## src/rtl/wb_dpbram_slave.sv

```systemverilog
// rtl/wb_dpbram_slave.sv - Wishbone B4 pipelined slave front-end for a dual-port block RAM
//
// Ports:
//   i_clk, i_reset        clock (rising edge), asynchronous active-high reset
//   i_wb_cyc/stb/we       bus cycle, strobe, write (1) / read (0)
//   i_wb_addr/data/sel    word address, write data, byte selects
//   o_wb_stall            high while a partial write's read-modify-write is in progress
//   o_wb_ack/o_wb_data    registered acknowledge and read data, two edges after accept
//   o_enA/o_weA/o_addrA/o_dinA   RAM write port A
//   o_enB/o_addrB/i_doutB        RAM registered read port B
module wb_dpbram_slave #(
    parameter int DATA_WIDTH = 32,
    parameter int ADDR_WIDTH = 10
) (
    input  logic                    i_clk,
    input  logic                    i_reset,
    input  logic                    i_wb_cyc,
    input  logic                    i_wb_stb,
    input  logic                    i_wb_we,
    input  logic [ADDR_WIDTH-1:0]   i_wb_addr,
    input  logic [DATA_WIDTH-1:0]   i_wb_data,
    input  logic [DATA_WIDTH/8-1:0] i_wb_sel,
    output logic                    o_wb_stall,
    output logic                    o_wb_ack,
    output logic [DATA_WIDTH-1:0]   o_wb_data,
    output logic                    o_enA,
    output logic                    o_weA,
    output logic [ADDR_WIDTH-1:0]   o_addrA,
    output logic [DATA_WIDTH-1:0]   o_dinA,
    output logic                    o_enB,
    output logic [ADDR_WIDTH-1:0]   o_addrB,
    input  logic [DATA_WIDTH-1:0]   i_doutB
);

    localparam int SEL_WIDTH = DATA_WIDTH / 8;

    typedef enum logic {
        IDLE = 1'b0,
        RMW  = 1'b1
    } state_t;

    state_t                  state;
    logic [ADDR_WIDTH-1:0]   rmw_addr;
    logic [DATA_WIDTH-1:0]   rmw_data;
    logic [SEL_WIDTH-1:0]    rmw_sel;
    logic                    s1_valid;
    logic                    s1_we;

    logic                    accept;
    logic                    sel_full;
    logic                    sel_none;
    logic                    partial;
    logic [DATA_WIDTH-1:0]   merged;

    assign o_wb_stall = (state == RMW);
    assign accept     = i_wb_cyc & i_wb_stb & (state == IDLE);
    assign sel_full   = &i_wb_sel;
    assign sel_none   = ~|i_wb_sel;
    assign partial    = accept & i_wb_we & ~sel_full & ~sel_none;

    // Unselected bytes come from the old word, read through port B at the accept edge.
    always_comb begin
        merged = i_doutB;
        for (int i = 0; i < SEL_WIDTH; i++) begin
            if (rmw_sel[i]) begin
                merged[i*8 +: 8] = rmw_data[i*8 +: 8];
            end
        end
    end

    // RAM ports are driven combinationally so the RAM samples them at the accept edge.
    always_comb begin
        o_enA   = 1'b0;
        o_weA   = 1'b0;
        o_addrA = i_wb_addr;
        o_dinA  = i_wb_data;
        o_enB   = 1'b0;
        o_addrB = i_wb_addr;
        if (i_reset) begin
            o_enA = 1'b0;
            o_weA = 1'b0;
            o_enB = 1'b0;
        end else if (state == RMW) begin
            o_enA   = 1'b1;
            o_weA   = 1'b1;
            o_addrA = rmw_addr;
            o_dinA  = merged;
        end else if (accept) begin
            if (!i_wb_we) begin
                o_enB = 1'b1;
            end else if (sel_full) begin
                o_enA = 1'b1;
                o_weA = 1'b1;
            end else if (!sel_none) begin
                o_enB = 1'b1;
            end
        end
    end

    always_ff @(posedge i_clk or posedge i_reset) begin
        if (i_reset) begin
            state     <= IDLE;
            rmw_addr  <= '0;
            rmw_data  <= '0;
            rmw_sel   <= '0;
            s1_valid  <= 1'b0;
            s1_we     <= 1'b0;
            o_wb_ack  <= 1'b0;
            o_wb_data <= '0;
        end else begin
            case (state)
                IDLE: begin
                    if (partial) begin
                        rmw_addr <= i_wb_addr;
                        rmw_data <= i_wb_data;
                        rmw_sel  <= i_wb_sel;
                        state    <= RMW;
                    end
                end
                RMW: begin
                    // The merged write completes at this edge even if the cycle was dropped.
                    state <= IDLE;
                end
                default: state <= IDLE;
            endcase

            // Dropping cyc abandons everything in flight, so no stale ack leaks out.
            if (!i_wb_cyc) begin
                s1_valid <= 1'b0;
                s1_we    <= 1'b0;
                o_wb_ack <= 1'b0;
            end else begin
                s1_valid <= accept;
                s1_we    <= i_wb_we;
                o_wb_ack <= s1_valid;
                // Read data is taken one edge after accept, before any RMW reuses port B.
                if (s1_valid && !s1_we) begin
                    o_wb_data <= i_doutB;
                end
            end
        end
    end

endmodule

```

## config.mk

```make
export PLATFORM = sky130hd
export DESIGN_NAME = wb_dpbram_slave
export DESIGN_NICKNAME = d
export VERILOG_FILES = /design/src/rtl/wb_dpbram_slave.sv
export SDC_FILE = /design/constraint.sdc
export NUM_CORES = 1
export LEC_CHECK = 0
export BUFFER_PORTS_ARGS = -buffer_cell sky130_fd_sc_hd__buf_4
export CORE_UTILIZATION = 40
export CTS_CLUSTER_SIZE = 20
export DETAILED_ROUTE_END_ITERATION = 16
export PLACE_DENSITY_LB_ADDON = 0.2
export SLEW_MARGIN = 20
export SYNTH_ARGS = -nofsm -noshare
export SYNTH_HDL_FRONTEND = slang
export SYNTH_SLANG_ARGS = --single-unit
```

## constraint.sdc

```tcl
create_clock -name i_clk -period 5.5 [get_ports i_clk]
set_clock_uncertainty 0.2 [all_clocks]
set_input_delay 0.55 -clock i_clk [delete_from_list [all_inputs] [get_ports i_clk]]
set_output_delay 0.55 -clock i_clk [all_outputs]
set_load 0.01 [all_outputs]
```

# After elaboration in Yosys (flattened, before gate mapping)
# Index checks and enable logic that the tools add are counted.
# totals
register_bits	82
out_inout_bits	89
# op_classes
mux	24
n_bitwise	7
reduce_logical	6
# ops
op	count
two-way mux 32 bit	2
two-way mux 8 bit	4
two-way mux 10 bit	2
two-way mux 1 bit	15
bitwise AND 1 bit	5
AND reduction 2 bit	2
AND reduction 4 bit	1
OR reduction 4 bit	1
inverter 1 bit	2
case mux 1 bit (2 select lines)	1
logical AND 1 bit	1
logical NOT 1 bit	1

# Longest topological paths before layout
# Gate-level depths: netlist of run 1.
# logic_depth
depth_word	7
depth_mapped	5

# Least setup slack after synthesis of run 1
# No wires, ideal clock.
# synth_timing
kind	in2out
startpoint	input i_reset
endpoint	output o_enB
arrival_time_ps	2690
required_ps	4750
path_slack_ps	2060
path_stages	2
n_path_buf	0
path_cell_list	inv_1 > and3_1
# synth_via
elab_chain_len	1
# synth_rtl
element	line	source
from (decl)	16	input logic i_reset,
two-way mux 1 bit	79	if (i_reset) begin
to (decl)	30	output logic o_enB,
# No other way between the ends.

# Worst setup path after layout of run 1
# layout_timing
startpoint	register state (netlist: o_wb_stall)
endpoint	output o_addrA[4]
# layout_via
elab_chain_len	2
# layout_rtl
element	line	source
from (decl)	42	state_t state;
from (signal assigned)	102	state <= IDLE;
from (signal assigned)	117	state <= RMW;
from (signal assigned)	122	state <= IDLE;
two-way mux 10 bit	83	end else if (state == RMW) begin
two-way mux 10 bit	79	
to (decl)	28	output logic [ADDR_WIDTH-1:0] o_addrA,
# No other way between the ends.

==> results of run 1 <==
-- per-layer routing --
metal  GRT usage (%)  vias up  wire length [um]
met5               0        -                 0
met4           6.154        0               134
met3           4.378       13               601
met2           28.97      110              4444
met1           22.04     1425              4019
li1                -     1386                 -
-- per-stage QoR --
step                instance area (um2)  setup WS [ps]  hold slack, ps  power, uW  cells
floorplan                          4036           2060           250.8       1113    311
global placement                   5314           2568           276.2       1320    585
detailed placement                 5314           2537           285.1       1336    585
CTS                                5542           2447           209.0       1832    601
global route                       5545           2317           216.4       1909    601
finish                             5545           2483           198.6       1811    601
-- Yosys cell counts (all sizes together) --
cell	count	area, um2
inv	1	3.750
mux2i	32	320.3
mux2	88	1100
buf	21	156.4
and4	1	8.760
nor4	1	6.260
dfrtp	82	2052
clkbuf	11	41.29
o21ai	33	165.2
and4bb	1	12.51
and2	2	12.51
and3b	1	8.760
nand2	32	120.1
nand2b	2	12.51
and3	1	6.260
nor2	1	3.750
a31oi	1	6.260
-- worst paths after layout --
path	from	end	slack (ps)	cells after the start
setup / recovery	o_wb_stall	o_addrA[4]	2480	4
setup reg to reg	o_wb_stall	rmw_data[27]	3120	3
max in group asynchronous	i_reset	rmw_addr[5]	4350	3
hold / removal	i_reset	rmw_sel[0]	200	3
hold reg to reg	o_wb_data[31]	o_wb_data[31]	300	1
min in group i_clk	i_wb_cyc	s1_we	230	2
-- power groups by stage --
| stage | clock network (uW) | registers, uW | logic (uW) |
|---|---|---|---|
| 3_3_place_gp | 0 | 839 | 481 |
| 3_5_place_dp | 0 | 845 | 491 |
| 6_report | 492 | 833 | 486 |
| 2_1_floorplan | 0 | 827 | 285 |
| 5_1_grt | 527 | 853 | 528 |
| 4_1_cts | 505 | 835 | 493 |
-- registers in the layout (all words and copies together) (netlist names) --
| name | flops |
|---|---|
| o_wb_ack | 1 |
| o_wb_data | 32 |
| o_wb_stall | 1 |
| rmw_addr | 10 |
| rmw_data | 32 |
| rmw_sel | 4 |
| s1_valid | 1 |
| s1_we | 1 |
-- worst min-delay path, stage by stage --
cell and delay [ps]:
buf_4 120, clkinv_2 50, buf_6 530
-- logic make-up (layout without fill, tap and decap cells) --
| kind of cell | after synthesis | in the layout | share of synthesized area, % |
|---|---|---|---|
| simple gates | 42 | 42 | 4.743 |
| compound gates | 34 | 34 | 4.247 |
| mux | 120 | 120 | 35.18 |
| buf+inv | 33 | 190 | 4.990 |
| flops | 82 | 82 | 50.84 |
-- final cells by class --
class	count	share of cell area, %
Inverter	1	0.09025
Clock inverter	6	1.625
Timing Repair Buffer	173	23.49
Multi-Input combinational cell	196	32.31
Sequential cell	82	37.00
Clock buffer	10	2.482
Tap cell	133	3.001
==> flow_metrics.py, run 1 <==
metrics = {
    "outcome": {
        "outcome": "completed",
    },
    "timing": {
        "tns_ps": 0,
        "fmax_mhz": 331.5,
        "setup-violations-final": 0,
        "final_max_slew_viol_count": 0,
        "hold_viol_final": 0,
        "relSlewSlack_pct": 34.87,
        "min_period_over_period_pct": 54.85,
        "tightest_slew_ps": 976.9,
        "grt_setup_unrepaired": "false",
        "fin_crit_ps": 3017,
    },
    "floorplan": {
        "ios": 172,
        "start_util_pct": 41.30,
        "core_area_mm2": 0.009774,
        "row_count": 36,
        "fp.dieW_um": 102.5,
        "fp.dieH_um": 102.5,
        "die_area_mm2": 0.01050,
    },
    "yosys": {
        "synth_fp_nets": 394,
        "syn_area_per_cell_um2": 12.98,
        "yosysWarnings": 0,
        "synth_seq_cells": 82,
        "synth_area_mm2": 0.004036,
        "seq_area_frac_synth_pct": 50.84,
        "synth.distinct_cells": 22,
        "synthCells": 311,
    },
    "global_routing": {
        "grt_max_degree": 83,
        "grt_use_total_pct": 17.44,
        "grt_overflow": 0,
        "antenna_found_initial": 0,
        "grt_pass1_vias": 2900,
        "grt_pass1_wl_um": 13950,
    },
    "place": {
        "dp_hpwl_um": 6450,
        "gp_congestion": 0.7394,
        "io_buffers": 171,
    },
    "job": {
        "max_cap_violations": 0,
    },
    "setup_path": {
        "cp_max_fo": 39,
        "cp_slowest_cell": "nand2b_2",
        "cp_top_family": "buffers and inverters",
        "arrival_ps": 2270,
        "required_ps": 4750,
        "start_kind": "flop",
        "critPathKind": "reg2out",
        "end_kind": "output pin",
        "critPathMaxStageDelay_ps": 480,
        "crit_path_cell_trace": "nand2b_2 -> buf_4 -> mux2_2 -> buf_4",
        "path_buf_inv": 2,
        "cpMostUsedCell": "buf_4",
    },
    "routing": {
        "viasPerCell": 4.882,
        "drt-initial-drc-count": 67,
        "drc": 0,
        "ant_nets": 0,
        "dr.pass1.iters": 4,
        "routedWlPerCell_um": 15.31,
        "wl_um": 9199,
        "vias": 2934,
    },
    "power_and_ir_drop": {
        "p_seq_share_pct": 46.0,
        "p_int_uw": 1320,
        "netSwitchingFraction_pct": 27.13,
        "powerDensity_mw_per_mm2": 326.6,
        "switchingPower_uw": 491.4,
        "p_clk_share_pct": 27.2,
        "comb_power_share_pct": 26.8,
        "leakage_uw": 0.002758,
        "peakVddDrop_v": 0.0001668,
    },
    "final_layout": {
        "seqCellArea_mm2": 0.002052,
        "final_cell_mix": "buf_4, dfrtp_1, mux2_2",
        "nets": 546,
        "final_util_pct": 56.73,
        "drive_gt1_share_pct": 59.83,
        "multi_input_area_mm2": 0.001792,
        "diodes": 0,
        "syn2layout_area_growth_pct": 37.38,
        "fillers": 836,
        "final_common_cell": "buf_4",
    },
    "clocking": {
        "htree_levels": 3,
        "clk_pin_slew_worst_paths_ps": 90,
        "cts.path.max_buffers": 2,
        "post-cts-setup-buffers": 0,
        "cts_sinks": 82,
        "cts-root-buf": "clkbuf_8",
        "hold_buffers": 0,
        "cts_resized": 0,
        "clk_latency_ps": 340,
        "cts_buffers": 9,
        "cts_tree": "done",
    },
    "min_path": {
        "hp-class": "in2async",
    },
}
Note: power is estimated with default switching activity, not from simulation.
==> run 2, diff against run 1 <==
ABC_AREA = 1   (was not set)
clock period = 3 ns   (was 5.5 ns; I/O delays follow)
==> flow_metrics.py, run 2 <==
metrics = {
    "timing": {
        "holdWs_ps": 16.47,
        "tightest_slew_ps": 888.1,
        "min_period_over_period_pct": 86.30,
        "grt_setup_unrepaired": "false",
        "hold_viol_final": 0,
        "fmax_mhz": 386.2,
        "relSlewSlack_pct": 40.71,
        "tns_ps": 0,
        "final_max_slew_viol_count": 0,
        "fin_crit_ps": 2589,
        "setup-violations-final": 0,
    },
    "yosys": {
        "synth_top_area_share_pct": 45.17,
        "synth_seq_cells": 82,
        "synth_area_leaders": "dfrtp_1, nand2_1, o21bai_1",
        "yosysWarnings": 0,
        "yosysMostFrequentCell": "nand2_1",
        "syn_area_per_cell_um2": 7.726,
        "synth_edf_count": 0,
        "synth_largest_area_cell": "dfrtp_1",
        "synth_top_cells_by_count": "nand2_1, dfrtp_1, inv_1",
        "synth.distinct_cells": 22,
        "synth_area_mm2": 0.004543,
        "synth_fp_nets": 671,
        "async_flop_share_pct": 100.0,
        "synthCells": 588,
        "synth_flop_cell": "dfrtp_1",
        "seq_area_frac_synth_pct": 45.17,
    },
    "routing": {
        "drc": 0,
        "vias": 4361,
        "wl_um": 12650,
        "drt-initial-drc-count": 205,
        "ant_nets": 0,
        "routedWlPerCell_um": 14.41,
        "dr.pass1.iters": 4,
        "viasPerCell": 4.967,
    },
    "setup_path": {
        "critPathKind": "in2out",
        "critPathMaxStageDelay_ps": 640,
        "start_kind": "primary input",
        "crit_path_cell_trace": "dlygate4sd3_1 -> buf_4 -> nor2_2 -> inv_2 -> o21ai_1 -> buf_4",
        "cp_max_fo": 53,
        "arrival_ps": 2090,
        "end_kind": "output pin",
        "cp_top_family": "buffers and inverters",
        "cp_slowest_cell": "inv_2",
        "path_buf_inv": 4,
        "cpMostUsedCell": "buf_4",
        "required_ps": 2500,
    },
    "final_layout": {
        "syn2layout_area_growth_pct": 34.18,
        "final_common_cell": "buf_4",
        "top_regs": "o_wb_data: 32 flops, rmw_data: 32 flops, rmw_addr: 10 flops",
        "seqCellArea_mm2": 0.002052,
        "final_cell_mix": "buf_4, nand2_1, dfrtp_1",
        "fillers": 1059,
        "diodes": 0,
        "drive_gt1_share_pct": 28.46,
        "multi_input_area_mm2": 0.001851,
        "nets": 816,
    },
    "floorplan": {
        "core_area_mm2": 0.01094,
        "row_count": 38,
        "ios": 172,
        "die_area_mm2": 0.01179,
        "fp.dieH_um": 108.6,
        "start_util_pct": 41.54,
        "fp.dieW_um": 108.6,
    },
    "outcome": {
        "outcome": "completed",
    },
    "clocking": {
        "cts.path.max_buffers": 2,
        "cts-root-buf": "clkbuf_16",
        "cts_buffers": 9,
        "clk_pin_slew_worst_paths_ps": 60,
        "cts_tree": "done",
        "cts_resized": 0,
        "clk_latency_ps": 330,
        "htree_levels": 3,
        "cts_sinks": 82,
    },
    "power_and_ir_drop": {
        "powerDensity_mw_per_mm2": 567.5,
        "netSwitchingFraction_pct": 30.24,
        "p_clk_share_pct": 32.1,
        "p_int_uw": 2413,
        "peakVddDrop_v": 0.0002503,
        "comb_power_share_pct": 25.8,
        "p_seq_share_pct": 42.2,
        "switchingPower_uw": 1046,
        "leakage_uw": 0.003272,
    },
    "global_routing": {
        "grt_pass1_wl_um": 20640,
        "grtUsageMet2_pct": 38.07,
        "grt_overflow": 0,
        "busiest_layer": "met2",
        "grt_pass1_vias": 4331,
        "grt_max_degree": 54,
        "grt_use_total_pct": 22.43,
        "antenna_found_initial": 0,
        "grt_use_met3_pct": 5.546,
        "use_met1_pct": 27.87,
    },
    "place": {
        "io_buffers": 171,
        "gp_congestion": 0.7869,
        "dp_hpwl_um": 8700,
    },
    "job": {
        "max_cap_violations": 0,
    },
    "min_path": {
        "hp-class": "in2reg",
    },
}
## run 2: cell types whose count changed in the layout (fill, tap and decap cells not counted), moves of 8 or more
| cell | before | now |
|---|---|---|
| nand2_1 | 32 | 125 |
| inv_1 | 0 | 79 |
| o21ai_1 | 0 | 66 |
| mux2_2 | 58 | 0 |
| nand4_1 | 0 | 46 |
| o21bai_1 | 0 | 46 |
| nor2_1 | 1 | 35 |
| mux2i_1 | 32 | 0 |
| mux2_4 | 29 | 0 |
| buf_4 | 172 | 182 |
| clkbuf_8 | 10 | 0 |
| clkbuf_16 | 0 | 9 |
| o21ai_0 | 33 | 41 |
## run 2: power by group through the flow
stage	Sequential (uW)	Clock [uW]	Combinational, uW
after floorplan	1490	0	466
after global placement	1470	0	880
after detailed placement	1480	0	901
after CTS	1460	1130	906
after global routing	1490	1190	1010
final	1460	1110	892
## run 2: logic make-up (layout without fill, tap and decap cells)
| kind of cell | count (synthesis) | count (layout) | synth area share (%) |
|---|---|---|---|
| and+or+nand+nor | 216 | 216 | 21.01 |
| AOI/OAI and AO/OA | 154 | 154 | 19.50 |
| buffers and inverters | 136 | 286 | 14.32 |
| DFF | 82 | 82 | 45.17 |
## run 2: worst paths after layout
path	slack, ps	cells after the start	start	endpoint
max	410	6	i_reset	o_weA
min	20	3	i_doutB[24]	o_wb_data[24]
max reg2reg	1140	5	o_wb_stall	rmw_addr[2]
min reg2reg	250	2	s1_valid	o_wb_ack
max in group asynchronous	1630	4	i_reset	rmw_data[21]
min in group asynchronous	530	4	i_reset	rmw_sel[0]
## run 2: what timing repair did
action | CTS | global route
hold endpoints to repair | 39 | 0
hold buffers | 2 | 0
setup buffers | 0 | 0
## run 2: worst register-to-register path, delay by kind of cell (launching register included)
family	cells	cell delay (ps)
AO/OA/AOI/OAI	1	180
buffers and inverters	1	360
flip-flops	1	460
AND/OR/NAND/NOR	3	540
## run 2: routing by layer
metal  part of all wire [%]  vias to the layer above  wire length (um)
met5                      0                        -                 0
met4                   0.97                        0               123
met3                    6.1                        8               772
met2                     50                      117              6322
met1                     43                     2047              5433
li1                       -                     2189                 -
## run 2: through the flow
step | power, uW | utilization, % | std cells | setup slack [ps] | area, um2
3_3_place_gp | 2348 | 52.77 | 860 | 914.2 | 5771
6_report | 3459 | 55.74 | 878 | 411.0 | 6096
5_1_grt | 3689 | 55.74 | 878 | 234.4 | 6096
2_1_floorplan | 1955 | - | 588 | 444.4 | 4547
4_1_cts | 3494 | 55.74 | 878 | 385.2 | 6096
3_5_place_dp | 2377 | 52.77 | 860 | 828.6 | 5771
## run 2: cell type report
cell class | instances | area share (%)
clock buffer | 9 | 3.695
clock inverter | 7 | 1.314
inverter | 86 | 5.357
multi-input combinational | 370 | 30.36
sequential | 82 | 33.66
tap | 140 | 2.874
timing repair buffer | 184 | 22.74
